`config.mk`:
```
export PLATFORM = sky130hd
export DESIGN_NAME = keypad_scanner
export DESIGN_NICKNAME = d
export VERILOG_FILES = /design/src/rtl/kp_pkg.sv /design/src/rtl/scan_tick_gen.sv /design/src/rtl/keypad_scanner.sv
export SDC_FILE = /design/constraint.sdc
export NUM_CORES = 1
export LEC_CHECK = 0
export CAP_MARGIN = 20
export CELL_PAD_IN_SITES_DETAIL_PLACEMENT = 1
export CELL_PAD_IN_SITES_GLOBAL_PLACEMENT = 1
export CORE_MARGIN = 8
export CORE_UTILIZATION = 40
export CTS_BUF_LIST = sky130_fd_sc_hd__clkbuf_2
export DETAILED_ROUTE_END_ITERATION = 10
export HOLD_SLACK_MARGIN = 0.02
export PLACE_DENSITY_LB_ADDON = 0.1
export SYNTH_ARGS = -nofsm -noshare
export SYNTH_HDL_FRONTEND = slang
export SYNTH_SLANG_ARGS = --single-unit
```
`constraint.sdc`:
```
create_clock -name clk_i -period 4.03 [get_ports clk_i]
set_input_delay 1.209 -clock clk_i [delete_from_list [all_inputs] [get_ports clk_i]]
set_output_delay 1.209 -clock clk_i [all_outputs]
set_load 0.02 [all_outputs]
```
`src/rtl/kp_pkg.sv`:
```
// Shared types, constants and decode helpers for the 4x4 keypad scanner.
// Latency: none (declarations and pure functions only).
// Backpressure: not applicable.
package kp_pkg;

  localparam int ROWS = 4;
  localparam int COLS = 4;

  typedef logic [3:0] key_code_t;

  typedef enum logic [1:0] {
    ST_SCAN     = 2'd0,
    ST_DEBOUNCE = 2'd1,
    ST_HELD     = 2'd2,
    ST_RELEASE  = 2'd3
  } kp_state_e;

  // True when exactly one active-low column line is pulled low.
  function automatic logic one_low(input logic [COLS-1:0] col_n);
    logic [COLS-1:0] act;
    act = ~col_n;
    return (act != '0) && ((act & (act - (COLS)'(1))) == '0);
  endfunction

  // Bit position of the lowest low column line (only meaningful when one_low()).
  function automatic logic [1:0] col_index(input logic [COLS-1:0] col_n);
    logic [1:0] idx;
    idx = 2'd0;
    for (int c = COLS - 1; c >= 0; c--) begin
      if (!col_n[c]) idx = 2'(c);
    end
    return idx;
  endfunction

endpackage

```
`src/rtl/scan_tick_gen.sv`:
```
// Free-running divider producing a one-cycle scan tick every SCAN_DIV cycles.
// Latency: tick is high in the cycle the count equals SCAN_DIV-1.
// Backpressure: none; the tick cannot be stalled.
module scan_tick_gen #(
  parameter int SCAN_DIV = 131072
) (
  input  logic clk_i,
  input  logic rst_n_i,
  output logic tick_o
);

  localparam int CW = (SCAN_DIV > 1) ? $clog2(SCAN_DIV) : 1;
  localparam logic [CW-1:0] LAST = CW'(SCAN_DIV - 1);

  logic [CW-1:0] cnt_q, cnt_d;

  // Count up and wrap after the last value of the scan period.
  always_comb begin
    cnt_d = (cnt_q == LAST) ? '0 : cnt_q + CW'(1);
  end

  // Divider register.
  always_ff @(posedge clk_i or negedge rst_n_i) begin
    if (!rst_n_i) cnt_q <= '0;
    else          cnt_q <= cnt_d;
  end

  assign tick_o = (cnt_q == LAST);

endmodule

```
`src/rtl/keypad_scanner.sv`:
```
// 4x4 matrix keypad scanner with debounce, key-code output and an 8-digit history shift register.
// Latency: press accepted after DEBOUNCE_CNT stable ticks; KEY_VALID/KEY_CODE/Data update together, registered.
// Backpressure: none; KEY_VALID is a single-cycle pulse the consumer must capture.
module keypad_scanner
  import kp_pkg::*;
#(
  parameter int SCAN_DIV     = 131072,
  parameter int DEBOUNCE_CNT = 4
) (
  input  logic            clk_i,
  input  logic            rst_n_i,
  output logic [ROWS-1:0] row_o,
  input  logic [COLS-1:0] col_i,
  output logic            key_valid_o,
  output key_code_t       key_code_o,
  output logic            key_held_o,
  output logic [31:0]     data_o
);

  // One spare count bit so the increment never wraps even for tiny DEBOUNCE_CNT.
  localparam int CW = $clog2(DEBOUNCE_CNT + 2);
  localparam logic [CW-1:0] DB_MAX = CW'(DEBOUNCE_CNT);

  logic            tick;
  logic [COLS-1:0] col_s1_q, col_s2_q;
  kp_state_e       state_q, state_d;
  logic [1:0]      r_q, r_d;
  logic [CW-1:0]   cnt_q, cnt_d, cnt_inc;
  logic [COLS-1:0] pat_q, pat_d;
  logic            valid_q, valid_d;
  logic            held_q, held_d;
  key_code_t       code_q, code_d;
  logic [31:0]     data_q, data_d;
  logic            col_idle;

  scan_tick_gen #(.SCAN_DIV(SCAN_DIV)) u_tick (
    .clk_i   (clk_i),
    .rst_n_i (rst_n_i),
    .tick_o  (tick)
  );

  // Two-flop synchronizer for the asynchronous column inputs; idles high like the pull-ups.
  always_ff @(posedge clk_i or negedge rst_n_i) begin
    if (!rst_n_i) begin
      col_s1_q <= '1;
      col_s2_q <= '1;
    end else begin
      col_s1_q <= col_i;
      col_s2_q <= col_s1_q;
    end
  end

  assign col_idle = (col_s2_q == '1);
  assign cnt_inc  = cnt_q + CW'(1);

  // Scan/debounce state machine; every transition waits for a scan tick.
  always_comb begin
    state_d = state_q;
    r_d     = r_q;
    cnt_d   = cnt_q;
    pat_d   = pat_q;
    valid_d = 1'b0;
    held_d  = held_q;
    code_d  = code_q;
    data_d  = data_q;
    if (tick) begin
      unique case (state_q)
        ST_SCAN: begin
          if (!col_idle && one_low(col_s2_q)) begin
            pat_d   = col_s2_q;
            cnt_d   = CW'(1);
            state_d = ST_DEBOUNCE;
          end else begin
            // Idle row or a ghost/multi-key pattern: move on to the next row.
            r_d = r_q + 2'd1;
          end
        end
        ST_DEBOUNCE: begin
          if (col_s2_q == pat_q) begin
            cnt_d = cnt_inc;
            if (cnt_inc >= DB_MAX) begin
              valid_d = 1'b1;
              held_d  = 1'b1;
              code_d  = {r_q, col_index(pat_q)};
              data_d  = {data_q[27:0], r_q, col_index(pat_q)};
              state_d = ST_HELD;
            end
          end else begin
            state_d = ST_SCAN;
            r_d     = r_q + 2'd1;
          end
        end
        ST_HELD: begin
          if (col_idle) begin
            cnt_d   = CW'(1);
            state_d = ST_RELEASE;
          end
        end
        ST_RELEASE: begin
          if (col_idle) begin
            cnt_d = cnt_inc;
            if (cnt_inc >= DB_MAX) begin
              held_d  = 1'b0;
              state_d = ST_SCAN;
              r_d     = r_q + 2'd1;
            end
          end else begin
            state_d = ST_HELD;
          end
        end
      endcase
    end
  end

  // State, row index, debounce bookkeeping and output registers.
  always_ff @(posedge clk_i or negedge rst_n_i) begin
    if (!rst_n_i) begin
      state_q <= ST_SCAN;
      r_q     <= 2'd0;
      cnt_q   <= '0;
      pat_q   <= '1;
      valid_q <= 1'b0;
      held_q  <= 1'b0;
      code_q  <= '0;
      data_q  <= '0;
    end else begin
      state_q <= state_d;
      r_q     <= r_d;
      cnt_q   <= cnt_d;
      pat_q   <= pat_d;
      valid_q <= valid_d;
      held_q  <= held_d;
      code_q  <= code_d;
      data_q  <= data_d;
    end
  end

  assign row_o       = ~(4'b0001 << r_q);
  assign key_valid_o = valid_q;
  assign key_code_o  = code_q;
  assign key_held_o  = held_q;
  assign data_o      = data_q;

endmodule

```
==> results of run 1 <==
## cell type report
cell class                 count  area, µm²  share of cell area, %
sequential                    70       1770                   47.0
multi-input combinational    151       1150                   30.7
timing repair buffer          50        488                   13.0
tap                          102        128                   3.40
clock inverter                 7        111                   2.96
inverter                      17       63.8                   1.70
clock buffer                   9       45.0                   1.20
## per-stage QoR
step	power (µW)	cell area, µm²	hold slack (ns)
after CTS	1280	3760	0.357
final	1260	3760	0.361
after floorplan	733	3070	0.345
after global placement	755	3600	0.345
after global routing	1310	3760	0.351
after detailed placement	756	3600	0.347
## cell usage in the layout (no fill, tap or decap), drive strengths merged
cell	synthesis	final
clkinv	0	3
nor2	20	20
buf	10	4
a21oi	4	4
o2bb2ai	1	1
o21ai	11	11
bufinv	0	3
nor3	3	3
dfrtp	58	58
and4	2	2
and2	1	1
mux2	34	34
o31ai	2	2
o31a	1	1
dfstp	12	12
a211oi	1	1
xor2	7	7
nor2b	2	2
clkdlybuf4s50	0	46
clkbuf	2	9
or2b	1	1
nor4	1	1
nand3b	1	1
and3	1	1
ha	7	7
or4	1	1
inv	17	18
a21o	2	2
nand2	11	11
o211ai	3	3
nand3	11	11
xnor2	12	12
nand4	7	7
or3	2	2
o21ba	1	1
a21boi	1	1
## sequential cells by signal (all words and copies together) (netlist names), 3 cells and up
| signal | cells |
|---|---|
| data_o | 29 |
| cnt_q | 3 |
| col_s1_q | 4 |
| col_s2_q | 4 |
| key_code_o | 3 |
| pat_q | 4 |
| u_tick.cnt_q | 17 |
## worst max-delay path, stage by stage (launching register included)
cell and delay [ns]:
dfrtp_1 0.49, inv_1 0.09, ha_1 0.20, inv_1 0.05, clkdlybuf4s50_1 0.59
## metal layers
layer,track usage [%],up-vias,wire [µm]
met5,0,-,0
met4,5.67,0,66
met3,3.53,6,223
met2,19.5,25,2970
met1,15.2,977,2940
li1,-,945,-
## power by group through the flow
stage | logic (µW) | registers (µW) | clock network [µW]
6_report | 27.0 | 715 | 516
5_1_grt | 31.1 | 717 | 567
4_1_cts | 28.4 | 716 | 540
3_5_place_dp | 28.2 | 727 | 0
3_3_place_gp | 27.9 | 727 | 0
2_1_floorplan | 6.91 | 726 | 0
## path summary, 6_finish.rpt
kind	start	end	slack, ns	cells after the start
max	r_q[0]	row_o[0]	0.93	4
min	col_s1_q[3]	col_s2_q[3]	0.36	0
max reg2reg	u_tick.cnt_q[0]	key_code_o[2]	0.96	9
min reg2reg	col_s1_q[3]	col_s2_q[3]	0.36	0
max in group asynchronous	rst_n_i	data_o[25]	2.55	2
min in group asynchronous	rst_n_i	cnt_q[1]	0.91	2
## cells by family after synthesis
group                      Yosys count  synth area share [%]
xor gates and xnor gates            19                  5.67
buffers and inverters               29                  4.81
adders and majority gates            7                  2.85
DFF                                 70                  57.6
muxes                               34                  12.5
and+or+nand+nor                     64                  10.8
AOI/OAI and AO/OA                   27                  5.87
==> metrics.md, run 1 <==
| Metric | Value |
|---|---|
| Status | `completed` |
| P_int | `984 µW` |
| Crit path max fanout | `5` |
| Largest net degree at the start of global routing | `71` |
| Avg Cell Area, Syn | `12.3 µm²` |
| Setup TNS | `0 ns` |
| Leak | `0.00165 µW` |
| Layout cell share with drive strength beyond 1 | `22.0%` |
| VDD IR-drop max | `0.212 mV` |
| Initial cell density of the core | `40.6%` |
| H-tree levels | `3` |
| Clock Power Share | `41.0%` |
| Post-Layout Cell Count | `406` |
| Antenna violations before repair | `0` |
| Placed cells | `390` |
| Comb pwr share | `2.1%` |
| CTS tree | `built` |
| Startpoint types | `flop` |
| I/O Buffers | `47` |
| Pwr per Cell Area | `335 nW/µm²` |
| Max clock buf depth | `2` |
| Fin worst setup slack | `0.927 ns` |
| Fillers | `792` |
| DRT Pass-1 Iters | `3` |
| Synth Net Count | `263` |
| Max-slew violations | `0` |
| Reg clk slew, reported paths | `0.19 ns` |
| Yosys Warn Count | `0` |
| Netlist area before placement | `3070 µm²` |
| First-pass GRT wire length | `10900 µm` |
| Max Clk Rate | `0.322 GHz` |
| Critical path endpoint category | `output pin` |
| Root Driver | `clkbuf_2` |
| Fin. Hold Viols | `0` |
| CTS resizes | `0` |
| Slew at the pin with the worst max-slew slack | `0.886 ns` |
| Final period util | `77.0%` |
| Die ar. | `10700 µm²` |
| Post-Route WL | `6190 µm` |
| Antenna diodes | `0` |
| Via-per-instance ratio | `4.81` |
| Part of the power in registers | `56.9%` |
| Yosys reg bits | `70` |
| FFs w/ async S/R, synth | `100%` |
| Core ar. | `7570 µm²` |
| Netlist cell types | `41` |
| Critical Path AT | `1.89 ns` |
| Final Util | `49.7%` |
| DP Worst Slack | `0.994 ns` |
| Worst relative slew slack | `40.9%` |
| Switching Share | `21.8%` |
| Post-synth EDFFs | `0` |
| Critical Path RT | `2.82 ns` |
| Synthesis-to-layout area growth | `22.4%` |
| Row cnt | `32` |
| RSZ-0062 raised after global routing | `false` |
| Synth top area share | `47.3%` |
| Min cycle time layout | `3.10 ns` |
| Count leader, synth | `dfrtp_1` |
| Critical path class | `flop to output pin` |
| Detailed placement HPWL | `4190 µm` |
| Post-DRT Antenna Nets | `0` |
| Clk_skew | `0.0144 ns` |
| Register area share after synthesis | `57.6%` |
| Max-cap violations | `0` |
| Number of global-route vias before repair | `2155` |
| Setup Viol. Count Final | `0` |
| Postcts setup bufs | `0` |
| Starting DRC count in detailed routing | `59` |
| Synth Instances | `250` |
| HP Class | `flop to flop` |
| Clk sinks | `70` |
| Area contributors post-synth | `dfrtp_1, mux2_2, dfstp_2` |
| GR Util All Layers | `12.3%` |
| Total grt overflow | `0` |
| WL/cell | `15.2 µm` |
| Psw | `274 µW` |
| I/O pin count | `48` |
| GPL Wtd Cong | `0.696` |
| Dominant synthesized flop cell | `dfrtp_1` |
| Top cells by count, synth | `dfrtp_1, mux2_2, nor2_1, inv_1` |
| Clk Latency, worst-skew pair | `0.47 ns` |
| Post-synth top area cell | `dfrtp_1` |
| Chip height | `104 µm` |
| Hold-fix buffers, CTS | `0` |
| Vias | `1953` |
| # DRC | `0` |
| Width of the chip | `104 µm` |
| NumNets Final | `312` |
| Clock buffers created by TritonCTS | `9` |
Note: power is estimated with default switching activity, not from simulation.
==> run 2, diff against run 1 <==
==> constraint.sdc (replaced) <==
create_clock -name clk_i -period 3 [get_ports clk_i]
set_input_delay 0.9 -clock clk_i [delete_from_list [all_inputs] [get_ports clk_i]]
set_output_delay 0.9 -clock clk_i [all_outputs]
set_load 0.02 [all_outputs]
==> run 2 against run 1 <==
Via count is 0.67% higher. Die area stayed put. Worst setup slack lost 0.70 ns. Core utilization is 0.18 points lower. Critical path type unchanged. Register-to-register slack got worse by 0.64 ns. Critical path depth stayed put.
==> metrics.md, run 2 (synthesis gave the netlist of run 1 again) <==
| Metric | Value |
|---|---|
| Leak | `0.00164 µW (was 0.00165 µW)` |
| Chip height | `104 µm (unchanged)` |
| Placed cells | `391 (was 390)` |
| Critical path class | `flop to output pin (unchanged)` |
| Post-DRT Antenna Nets | `0 (unchanged)` |
| Core ar. | `7570 µm² (unchanged)` |
| Max FFs per register | `29 (unchanged)` |
| Post-Route WL | `6000 µm (was 6190 µm)` |
| Antenna violations before repair | `0 (unchanged)` |
| NumNets Final | `313 (was 312)` |
| Root Driver | `clkbuf_2 (unchanged)` |
| Setup TNS | `0 ns (unchanged)` |
| Max-cap violations | `0 (unchanged)` |
| Final period util | `92.5%` |
| Crit path max fanout | `5 (unchanged)` |
| Layout cell share with drive strength beyond 1 | `22.6% (was 22.0%)` |
| I/O Buffers | `47 (unchanged)` |
| Clk sinks | `70 (unchanged)` |
| Largest net degree at the start of global routing | `49 (was 71)` |
| CTS tree | `built (unchanged)` |
| Sequential cell area | `1770 µm² (unchanged)` |
| Worst relative slew slack | `63.4% (was 40.9%)` |
| Critical path endpoint category | `output pin (unchanged)` |
| H-tree levels | `3 (unchanged)` |
| Critical Path AT | `1.88 ns (was 1.89 ns)` |
| WL/cell | `14.7 µm (was 15.2 µm)` |
| Commonest non-fill, non-tap cell in the layout | `dfrtp_1 (unchanged)` |
| Width of the chip | `104 µm (unchanged)` |
| Number of global-route vias before repair | `2153 (was 2155)` |
| Detailed placement HPWL | `4190 µm (about the same)` |
| VDD IR-drop max | `0.208 mV (was 0.212 mV)` |
| Die ar. | `10700 µm² (unchanged)` |
| I/O pin count | `48 (unchanged)` |
| Multi-input logic area | `1150 µm² (unchanged)` |
| Clock buffers created by TritonCTS | `9 (unchanged)` |
| RSZ-0062 raised after global routing | `false (unchanged)` |
| Total grt overflow | `0 (unchanged)` |
| Hold-fix buffers, CTS | `0 (unchanged)` |
| Max-slew violations | `0 (unchanged)` |
| Max Clk Rate | `0.360 GHz` |
| # DRC | `0 (unchanged)` |
| GR Util All Layers | `12.1% (was 12.3%)` |
| Status | `completed (unchanged)` |
| Synthesis-to-layout area growth | `22.0% (was 22.4%)` |
| GPL Wtd Cong | `0.696 (about the same)` |
| HP Class | `flop to flop (unchanged)` |
| Min cycle time layout | `2.78 ns` |
| Critical Path RT | `2.10 ns (was 2.82 ns)` |
| Setup Viol. Count Final | `0 (unchanged)` |
| Reg clk slew, reported paths | `0.19 ns (about the same)` |
| Commonest cells after routing, fill and taps aside | `dfrtp_1, clkdlybuf4s50_1, mux2_2, nor2_1, inv_1 (unchanged)` |
| Fin. Hold Viols | `0 (unchanged)` |
| DRT Pass-1 Iters | `4 (was 3)` |
| Vias | `1966 (was 1953)` |
| First-pass GRT wire length | `10700 µm (was 10900 µm)` |
| Postcts setup bufs | `0 (unchanged)` |
| CTS resizes | `0 (unchanged)` |
| Starting DRC count in detailed routing | `108 (was 59)` |
| Post-Layout Cell Count | `407 (was 406)` |
| Fillers | `803 (was 792)` |
| Initial cell density of the core | `40.6% (unchanged)` |
| Pwr per Cell Area | `405 nW/µm² (was 335 nW/µm²)` |
| Startpoint types | `flop (unchanged)` |
| Antenna diodes | `0 (unchanged)` |
| Row cnt | `32 (unchanged)` |
| Via-per-instance ratio | `4.83 (was 4.81)` |
| Clk_skew | `0.00587 ns (was 0.0144 ns)` |
| Slew at the pin with the worst max-slew slack | `0.549 ns (was 0.886 ns)` |
| Max clock buf depth | `2 (unchanged)` |
| Clk Latency, worst-skew pair | `0.47 ns (about the same)` |
-- run 2: cell count changes in the layout (fill, tap and decap cells not counted), sizes merged --
cell,delta
clkinv,+2
inv,-1
buf,+1
bufinv,-2
clkinvlp,+1
-- run 2: through the flow --
stage                     util [%]  setup WS [ns]  total power, µW  instance area (µm²)  hold slack (ns)
after floorplan                  -          0.178              985                 3070            0.345
after global placement        48.0          0.431             1020                 3630            0.346
after detailed placement      48.0          0.327             1020                 3630            0.348
after CTS                     49.5          0.139             1550                 3740            0.354
after global routing          49.5         0.0726             1590                 3740            0.367
final                         49.5          0.225             1520                 3740            0.368
-- run 2: area by class of cell --
class	count	area share (%)
Clock inverter	7	1.74
Tap cell	102	3.41
Multi-Input combinational cell	151	30.8
Inverter	17	1.70
Clock buffer	9	1.20
Timing Repair Buffer	51	13.9
Sequential cell	70	47.2
-- run 2: final timing paths --
path                                 startpoint          end  slack, ns  depth (start not counted)
worst max-delay path                     r_q[0]     row_o[2]       0.22                          4
worst max register to register  u_tick.cnt_q[0]   data_o[17]       0.32                          9
max in group asynchronous               rst_n_i     pat_q[1]       1.92                          2
worst min register to register      col_s1_q[1]  col_s2_q[1]       0.37                          0
min in group asynchronous               rst_n_i     cnt_q[2]       0.38                          1
worst min-delay path                col_s1_q[1]  col_s2_q[1]       0.37                          0
-- run 2: where the power goes --
part           leakage, µW  internal (µW)  switching [µW]
Sequential        0.000922            955            5.66
Clock            0.0000691            187             332
Combinational     0.000650           12.5            24.8
-- run 2: worst max-delay path: stages (launching register included) --
cell and delay (ns):
dfrtp_1 0.48, inv_1 0.09, ha_1 0.19, inv_1 0.05
clkdlybuf4s50_1 0.59
-- run 2: routing by layer --
layer | vias to the layer above | track usage, % | wire length (µm)
met2 | 26 | 19.1 | 2850
li1 | 950 | - | -
met3 | 7 | 3.28 | 229
met5 | - | 0 | 0
met4 | 0 | 5.67 | 82
met1 | 983 | 15.0 | 2830
